--- config.mk ---
export PLATFORM = sky130hd
export DESIGN_NAME = scroll_ctrl
export DESIGN_NICKNAME = d
export VERILOG_FILES = /design/src/rtl/scroll_pkg.sv /design/src/rtl/scroll_ctrl_btn_debounce.sv /design/src/rtl/scroll_ctrl.sv
export SDC_FILE = /design/constraint.sdc
export NUM_CORES = 1
export LEC_CHECK = 0
export ABC_AREA = 1
export BUFFER_PORTS_ARGS = -buffer_cell sky130_fd_sc_hd__clkbuf_2
export CELL_PAD_IN_SITES_DETAIL_PLACEMENT = 1
export CELL_PAD_IN_SITES_GLOBAL_PLACEMENT = 1
export CORE_UTILIZATION = 39
export CTS_CLUSTER_DIAMETER = 150
export DETAILED_ROUTE_END_ITERATION = 7
export PLACE_DENSITY = 0.72
export SLEW_MARGIN = 20
export SYNTH_ARGS = -nofsm -noshare
export SYNTH_HDL_FRONTEND = slang
export SYNTH_SLANG_ARGS = --single-unit
export TNS_END_PERCENT = 30
--- constraint.sdc ---
create_clock -name clk -period 1.7 [get_ports clk]
set_input_delay 0.34 -clock clk [delete_from_list [all_inputs] [get_ports clk]]
set_output_delay 0.34 -clock clk [all_outputs]
set_load 0.005 [all_outputs]
--- src/rtl/scroll_pkg.sv ---
// Shared types and width/timing helpers for the word-panel scroll controller.
package scroll_pkg;

    typedef enum logic {
        STOPPED = 1'b0,
        RUNNING = 1'b1
    } run_state_t;

    // Bits needed to hold 0..n-1, never less than one.
    function automatic int unsigned width_of(input int unsigned n);
        return (n <= 32'd1) ? 32'd1 : $clog2(n);
    endfunction

    function automatic int unsigned step_period(input int unsigned base_div,
                                                input int unsigned levels,
                                                input int unsigned spd);
        return base_div << (levels - 32'd1 - spd);
    endfunction

endpackage

--- src/rtl/scroll_ctrl_btn_debounce.sv ---
// Raw button -> 2-flop synchroniser -> stability counter -> one-cycle press pulse.
module btn_debounce
    import scroll_pkg::*;
#(
    parameter int unsigned DEBOUNCE_CYCLES = 3
) (
    input  logic clk,
    input  logic rst_n,
    input  logic btn_i,
    output logic press_o
);

    localparam int unsigned         CNT_W    = width_of(DEBOUNCE_CYCLES);
    localparam logic [CNT_W-1:0]    CNT_LAST = CNT_W'(DEBOUNCE_CYCLES - 32'd1);

    logic             sync1_q, sync2_q;
    logic             db_q, db_d;
    logic             press_q, press_d;
    logic [CNT_W-1:0] cnt_q, cnt_d;

    always_comb begin
        db_d    = db_q;
        cnt_d   = '0;
        press_d = 1'b0;
        // The DEBOUNCE_CYCLES-th consecutive disagreeing sample commits the change.
        if (sync2_q != db_q) begin
            if (cnt_q == CNT_LAST) begin
                db_d    = sync2_q;
                press_d = sync2_q;
            end else begin
                cnt_d = cnt_q + 1'b1;
            end
        end
    end

    always_ff @(posedge clk or negedge rst_n) begin
        if (!rst_n) begin
            sync1_q <= 1'b0;
            sync2_q <= 1'b0;
            db_q    <= 1'b0;
            cnt_q   <= '0;
            press_q <= 1'b0;
        end else begin
            sync1_q <= btn_i;
            sync2_q <= sync1_q;
            db_q    <= db_d;
            cnt_q   <= cnt_d;
            press_q <= press_d;
        end
    end

    assign press_o = press_q;

endmodule

--- src/rtl/scroll_ctrl.sv ---
// Scroll controller: run/stop FSM, speed-scaled step timer and wrapping position
// index for the word panel, driven by three debounced buttons.
module scroll_ctrl
    import scroll_pkg::*;
#(
    parameter int unsigned MSG_LEN_MAX     = 16,
    parameter int unsigned BASE_DIV        = 4,
    parameter int unsigned SPEED_LEVELS    = 4,
    parameter int unsigned DEBOUNCE_CYCLES = 3
) (
    input  logic                                clk,
    input  logic                                rst_n,
    input  logic                                btn_run,
    input  logic                                btn_dir,
    input  logic                                btn_speed,
    input  logic [width_of(MSG_LEN_MAX):0]      msg_len,
    output logic [width_of(MSG_LEN_MAX)-1:0]    pos,
    output logic                                step,
    output logic                                running,
    output logic                                dir,
    output logic [width_of(SPEED_LEVELS)-1:0]   speed
);

    localparam int unsigned       POS_W     = width_of(MSG_LEN_MAX);
    localparam int unsigned       LEN_W     = POS_W + 1;
    localparam int unsigned       SPD_W     = width_of(SPEED_LEVELS);
    localparam int unsigned       CNT_W     = width_of(step_period(BASE_DIV, SPEED_LEVELS, 32'd0));
    localparam logic [LEN_W-1:0]  LEN_MAX   = LEN_W'(MSG_LEN_MAX);
    localparam logic [SPD_W-1:0]  SPD_LAST  = SPD_W'(SPEED_LEVELS - 32'd1);

    logic run_press, dir_press, speed_press;

    btn_debounce #(.DEBOUNCE_CYCLES(DEBOUNCE_CYCLES)) u_run (
        .clk(clk), .rst_n(rst_n), .btn_i(btn_run), .press_o(run_press)
    );
    btn_debounce #(.DEBOUNCE_CYCLES(DEBOUNCE_CYCLES)) u_dir (
        .clk(clk), .rst_n(rst_n), .btn_i(btn_dir), .press_o(dir_press)
    );
    btn_debounce #(.DEBOUNCE_CYCLES(DEBOUNCE_CYCLES)) u_speed (
        .clk(clk), .rst_n(rst_n), .btn_i(btn_speed), .press_o(speed_press)
    );

    run_state_t       state_q, state_d;
    logic [CNT_W-1:0] cnt_q, cnt_d, cnt_last;
    logic [POS_W-1:0] pos_q, pos_d, pos_adv, pos_last;
    logic [SPD_W-1:0] speed_q, speed_d;
    logic             step_q, step_d;
    logic             dir_q, dir_d;
    logic [LEN_W-1:0] len_clamp, len_eff;
    logic             pos_oob;

    always_comb begin
        len_clamp = (msg_len > LEN_MAX) ? LEN_MAX : msg_len;
        len_eff   = (len_clamp == '0) ? LEN_W'(1) : len_clamp;
        pos_last  = POS_W'(len_eff - 1'b1);
        pos_oob   = ({1'b0, pos_q} >= len_eff);
        cnt_last  = CNT_W'(step_period(BASE_DIV, SPEED_LEVELS, 32'(speed_q)) - 32'd1);
    end

    always_comb begin
        state_d = state_q;
        cnt_d   = cnt_q;
        pos_d   = pos_q;
        step_d  = 1'b0;
        dir_d   = dir_q ^ dir_press;
        speed_d = speed_q;
        pos_adv = pos_q;

        if (speed_press) begin
            speed_d = (speed_q == SPD_LAST) ? '0 : speed_q + 1'b1;
        end

        if (dir_d) begin
            pos_adv = (pos_q == '0) ? pos_last : pos_q - 1'b1;
        end else begin
            pos_adv = (pos_q == pos_last) ? '0 : pos_q + 1'b1;
        end

        case (state_q)
            STOPPED: begin
                cnt_d = '0;
                if (run_press) begin
                    state_d = RUNNING;
                end
            end
            RUNNING: begin
                // Stop beats speed change, which beats a terminal-count step.
                if (run_press) begin
                    state_d = STOPPED;
                    cnt_d   = '0;
                end else if (speed_press) begin
                    cnt_d = '0;
                end else if (cnt_q == cnt_last) begin
                    cnt_d  = '0;
                    step_d = 1'b1;
                    pos_d  = pos_adv;
                end else begin
                    cnt_d = cnt_q + 1'b1;
                end
            end
        endcase

        if (pos_oob) begin
            pos_d = '0;
        end
    end

    always_ff @(posedge clk or negedge rst_n) begin
        if (!rst_n) begin
            state_q <= STOPPED;
            cnt_q   <= '0;
            pos_q   <= '0;
            step_q  <= 1'b0;
            dir_q   <= 1'b0;
            speed_q <= '0;
        end else begin
            state_q <= state_d;
            cnt_q   <= cnt_d;
            pos_q   <= pos_d;
            step_q  <= step_d;
            dir_q   <= dir_d;
            speed_q <= speed_d;
        end
    end

    assign pos     = pos_q;
    assign step    = step_q;
    assign running = (state_q == RUNNING);
    assign dir     = dir_q;
    assign speed   = speed_q;

endmodule
After elaboration in Yosys (flattened, before gate mapping)
Index checks and enable logic that the tools add are counted.
Widths: inputs -> output; s select.
Storage, ports and cells
  register bits after elaboration: 32
  bits in latches: 0
  RAM bits: 0
  memory bits (read-only): 0
  input bits: 10
  output and inout bits: 9
  logic and storage cells: 89
  memories kept: 0
Operators by class
  $add $sub $neg: 10
  multiply operators: 0
  div/mod/pow operators: 0
  $lt $le $gt $ge: 2
  equal/unequal tests: 11
  shift operators: 1
  multiplexer cells: 34
  bitwise gates (word level): 2
  reductions and logical operators: 8
Operators by type and width (count)
  $mux 4: 8
  $shl 3x32->5 const A: 1
  $mux 5: 5
  $mux 2: 7
  $mux 1: 12
  $pmux 5 s2: 1
  $add 2x1->2 const B: 4
  $eq 2x2->1 const B: 4
  $sub 4x1->4 const B: 2
  $reduce_and 2->1: 3
  $add 5x1->5 const B: 1
  $eq 5x5->1: 1
  $ge 4x5->1: 1
  $gt 5x5->1 const B: 1
  $logic_not 5->1: 1
  $sub 5x1->5 const B: 1
  $add 4x1->4 const B: 1
  $eq 4x4->1: 1
  $logic_not 4->1: 1
  $ne 2x2->1 const B: 2
  $reduce_and 4->1: 1
  $reduce_bool 2->1: 2
  $ne 1x1->1: 3
  $sub 2x2->3 const A: 1
  3 further kinds: 3

Depth between registers and ports, before layout
  depth in word-level cells: 13
  mapped depth: 16
  gate-level depth less buffers: 16

Modules after synthesis
A second synthesis with hierarchy kept.
Second synthesis, totals
  cells, all modules: 225
  area total of the unflattened synthesis: 1752.9 um^2
By module, submodules not included
  scroll_ctrl: times used 1, cells an instance 159, area an instance 1118.6 um^2, sequential area each 350.3 um^2
  btn_debounce: times used 3, cells an instance 22, area an instance 211.5 um^2, sequential area each 150.1 um^2

Worst setup path after synthesis
OpenSTA, ideal clock, no wires.
  kind: input port to flip-flop
  from: input msg_len[1]
  to: register pos_q[0], in the netlist pos[0]
  library setup time: 0.065 ns
  data arrival time: 1.727 ns
  data required time: 1.635 ns
  setup slack: -0.092 ns
  cell stages on the path: 16
  buffers on the path: 0
  cells stage by stage: nor2_2 > nand2_1 > nand2_2 > nand2_4 > inv_2 > ha_1 > inv_1 > nand2_1 > a21o_1 > nand2_1 > a21boi_1 > o21ai_1 > inv_1 > nor2_1 > nand2_1 > nand2_1
On the way
  word-level cells in the longest chain between the ends: 13
  elaborated cells between the ends (all ways): 20
  those cells by class: 1 x add/sub; 2 x order compare; 3 x eq/ne; 10 x mux; 4 x reduce/logical
RTL lines
  start, declared: line scroll_ctrl.sv:16  | input logic [width_of(MSG_LEN_MAX):0] msg_len,
  $gt 5x5->1: line scroll_ctrl.sv:53  | len_clamp = (msg_len > LEN_MAX) ? LEN_MAX : msg_len;
  $mux 5 *: line scroll_ctrl.sv:53
  $logic_not 5->1: line scroll_ctrl.sv:54  | len_eff = (len_clamp == '0) ? LEN_W'(1) : len_clamp;
  $mux 5 *: line scroll_ctrl.sv:54
  $sub 4x1->4: line scroll_ctrl.sv:55  | pos_last = POS_W'(len_eff - 1'b1);
  $eq 4x4->1: line scroll_ctrl.sv:76  | pos_adv = (pos_q == pos_last) ? '0 : pos_q + 1'b1;
  $mux 4: line scroll_ctrl.sv:76
  $mux 4: line scroll_ctrl.sv:73  | if (dir_d) begin
  $mux 4: line scroll_ctrl.sv:93  | end else if (cnt_q == cnt_last) begin
  $mux 4: line scroll_ctrl.sv:91  | end else if (speed_press) begin
  $mux 4: line scroll_ctrl.sv:88  | if (run_press) begin
  $mux 4: line scroll_ctrl.sv:79  | case (state_q)
  $mux 4: line scroll_ctrl.sv:103  | if (pos_oob) begin
  end signal, assigned: line scroll_ctrl.sv:119  | pos_q <= pos_d;
  end, declared: line scroll_ctrl.sv:45  | logic [POS_W-1:0] pos_q, pos_d, pos_adv, pos_last;
Mark *: on every way between the ends. The rest lies on a longest branch, timed or not. The select of a mux whose other input is x is not followed.
A chain may end at the register's enable or synchronous reset.

Worst setup path in the final report
  from: input msg_len[1]
  to: register pos_q[1], in the netlist pos[1]
The elaborated chain is that of the path after synthesis.

==> metrics.md <==
| Metric | Value |
|---|---|
| Synth Area in Compound Gates | 5.46% |
| Share of layout cells above drive strength 1 | 31.1% |
| Synth Area in Adders | 6.74% |
| Die area | 4550 um^2 |
| Post-CTS Setup Inserts | 0 |
| Max Slew Vio Count | 0 |
| CTS clock-pin slew for the worst setup and hold paths | 0.07 ns |
| Most instantiated cells after synthesis | 41 x nand2_1, 32 x dfrtp_1, 15 x inv_1 |
| Top-count cell post-synth | nand2_1 |
| Largest family of logic cells by synthesized area | simple AND/OR/NAND/NOR gates |
| Final Wtd Congestion | 0.834 |
| Place WS | -0.328 ns |
| Post-synthesis cell area | 1670 um^2 |
| Core Rows | 23 |
| Tot Pwr | 2350 uW |
| Slew @ Worst Pin | 0.396 ns |
| Synth async-reset ratio | 100% |
| Mux share of post-synthesis cell area | 1.35% |
| Nets@finish | 246 |
| Mean Syn Cell Area | 8.99 um^2 |
| Synthesized flop and latch total | 32 |
| Number of synthesized flops with an enable pin | 0 |
| CTS root buf | clkbuf_8 |
| Cell accounting for the most synthesized area | dfrtp_1 |
| Worst VDD drop | 765 uV |
| Xor/xnor cell area share of the yosys netlist | 6.74% |
| Top-area cell type share of the netlist area | 47.9% |
| Final setup fails | 0 |
| Remaining DRCs | 0 |
| CTS Buf Count | 5 |
| Number of clock sinks | 32 |
| Crit path max fanout | 4 |
| Drt pass-1 iters | 4 |
| Vias in the first global route | 1382 |
| Grt total ovfl | 0 |
| RR Startpoint | pos[0] |
| Via count | 1343 |
| Final Hold Vio Count | 0 |
| Flop2flop setup slack | 0.05 ns |
| Status | finished clean |
| Io pins | 19 |
| Clock skew | 0.00852 ns |
| P_leak | 0.00109 uW |
| Worst hold slack | 0.0633 ns |
| Area Overhead vs Synth | 24.0% |
| RSZ-0062 raised after global routing | yes |
| Path depth of the worst reg2reg path | 12 |
| Kind of critical path | primary input to flip-flop |
| Die height | 67.5 um |
| Detailed Place HPWL | 2910 um |
| Number of DRC markers in iteration 0 | 48 |
| Global-route wire length before repair | 6100 um |
| CTS tree | done |
| Tot GR Track Use | 18.7% |
| Synth Net Count | 205 |
| Worst hold path class | primary input to async pin |
| Pin count of the biggest net entering global routing | 33 |
| Port buffer count | 18 |
| H-tree depth | 2 |
| Final Util | 51.1% |
| CP Launch Type | primary input |
| CTS Hold Buffers Added | 0 |
| Top FF cell, synth | dfrtp_1 |
| Min cycle time layout | 1.66 ns |
| Die Wd | 67.5 um |
| Detailed Route WL | 3620 um |
| Met3 Usage GRT | 6.08% |
| Crit path capture type | flip-flop |
| Simple logic cell fraction of the synthesized area | 26.0% |
| Pwr dens | 1130 nW/um^2 |
| Core area | 4060 um^2 |
| Number of synthesis warnings | 0 |
| FF-to-FF End | pos[1] |
| Initial Utilization | 41.2% |
| Ratio of final minimum period to clock period | 97.9% |
| Seq/Total Area, Yosys | 47.9% |
| Synth top area cells | dfrtp_1 48%, nand2_1 9.2%, ha_1 6.7%, nand3_1 3.6%, inv_1 3.4% |
| Critical Path AT | 1.88 ns |
| Syn Inst Count | 186 |
| PnR worst setup slack | 0.0361 ns |
| Mean number of vias per cell | 4.83 |
| Clock Path Buffers | 2 |
| Antenna violations before repair | 0 |
| Met1 usage | 21.3% |
| Antenna cell count | 0 |
| Global Route met2 Usage | 32.9% |
| Yosys cell types | 25 |
| Worst-Skew Late Latency | 0.28 ns |
| Grt peak-use layer | met2 |
| Max Clk Rate | 601 MHz |
| Max Cap Violations | 0 |
| Final ANT Viol Nets | 0 |
| Max_slew headroom | 73.6% |
| CP Data Required Time | 1.91 ns |
| WL per Instance | 13.0 um |
-- sequential cells by signal, indices dropped and copies added, names as in the netlist, 2 cells and up --
name	cells
speed	2
u_speed.cnt_q	2
u_run.cnt_q	2
cnt_q	5
pos	4
u_dir.cnt_q	2
-- stage by stage --
step / std cells / cell area, um^2 / TNS (ns)
after CTS: 278 / 2060 / 0
after detailed placement: 270 / 1960 / -1.14
after global routing: 278 / 2070 / -0.421
final: 278 / 2070 / 0
after floorplan: 186 / 1690 / -0.199
after global placement: 270 / 1960 / -0.768
-- kinds of logic (layout without fill, tap and decap cells) --
logic type,count (synthesis),count (layout)
buffers and inverters,24,66
XOR/XNOR,12,12
AND/OR/NAND/NOR,91,91
flip-flops,32,32
AO/OA/AOI/OAI,16,16
multiplexers,2,2
adder cells (fa/ha/maj),9,9
-- critical path, stage by stage --
cell and delay, ns:
clkbuf_2 0.11, nor2_4 0.12, nand2_1 0.09, nand2_2 0.08
nand2_2 0.06, ha_1 0.27, a21o_1 0.18, nand2_1 0.05
a21boi_1 0.06, o21ai_1 0.15, inv_1 0.09, nor2_4 0.12
nand2_1 0.08, nand2_1 0.07
-- worst max-delay path by stage --
stage,cells past startpoint,to,from
after floorplan,16,pos[2],msg_len[1]
after global placement,17,pos[3],msg_len[1]
after detailed placement,17,pos[2],msg_len[1]
after CTS,17,pos[2],msg_len[1]
after global routing,13,pos[0],msg_len[1]
final,14,pos[1],msg_len[1]
-- routing by layer --
layer	part of all wire (%)	wire (um)	vias to the layer above
met5	0	0	-
met4	2.0	71	0
met3	3.6	131	8
met2	51	1860	20
met1	43	1560	638
li1	-	-	677
-- report_power, final --
| part | internal (uW) | switching (uW) |
|---|---|---|
| sequential | 943 | 149 |
| combinational | 293 | 370 |
| clock | 328 | 264 |
| total | 1560 | 783 |
-- cell usage in the layout (no fill, tap or decap), drive strengths merged, types with 7 or more instances in the layout --
master and n:
buf 17, clkbuf 25, dfrtp 32, ha 9
inv 23, nand2 52, nand3 13, nor2 16
nor3 7, o21ai 8
-- cell type report --
class,count,area (um^2)
multi-input cells,130,811
fillers,484,1990
inverters,23,86.3
repair buffers,35,218
flip-flops and latches,32,801
well taps,50,62.6
clock buffers,7,86.3
clock inverters,1,7.51
-- repair_timing --
action                                  CTS  global route
hold endpoints to repair                  0             0
endpoints found under the setup margin    3             4
pin swaps                                 2             1
resized for setup                         2             3
No activity file was read; power rests on OpenSTA's default activity.
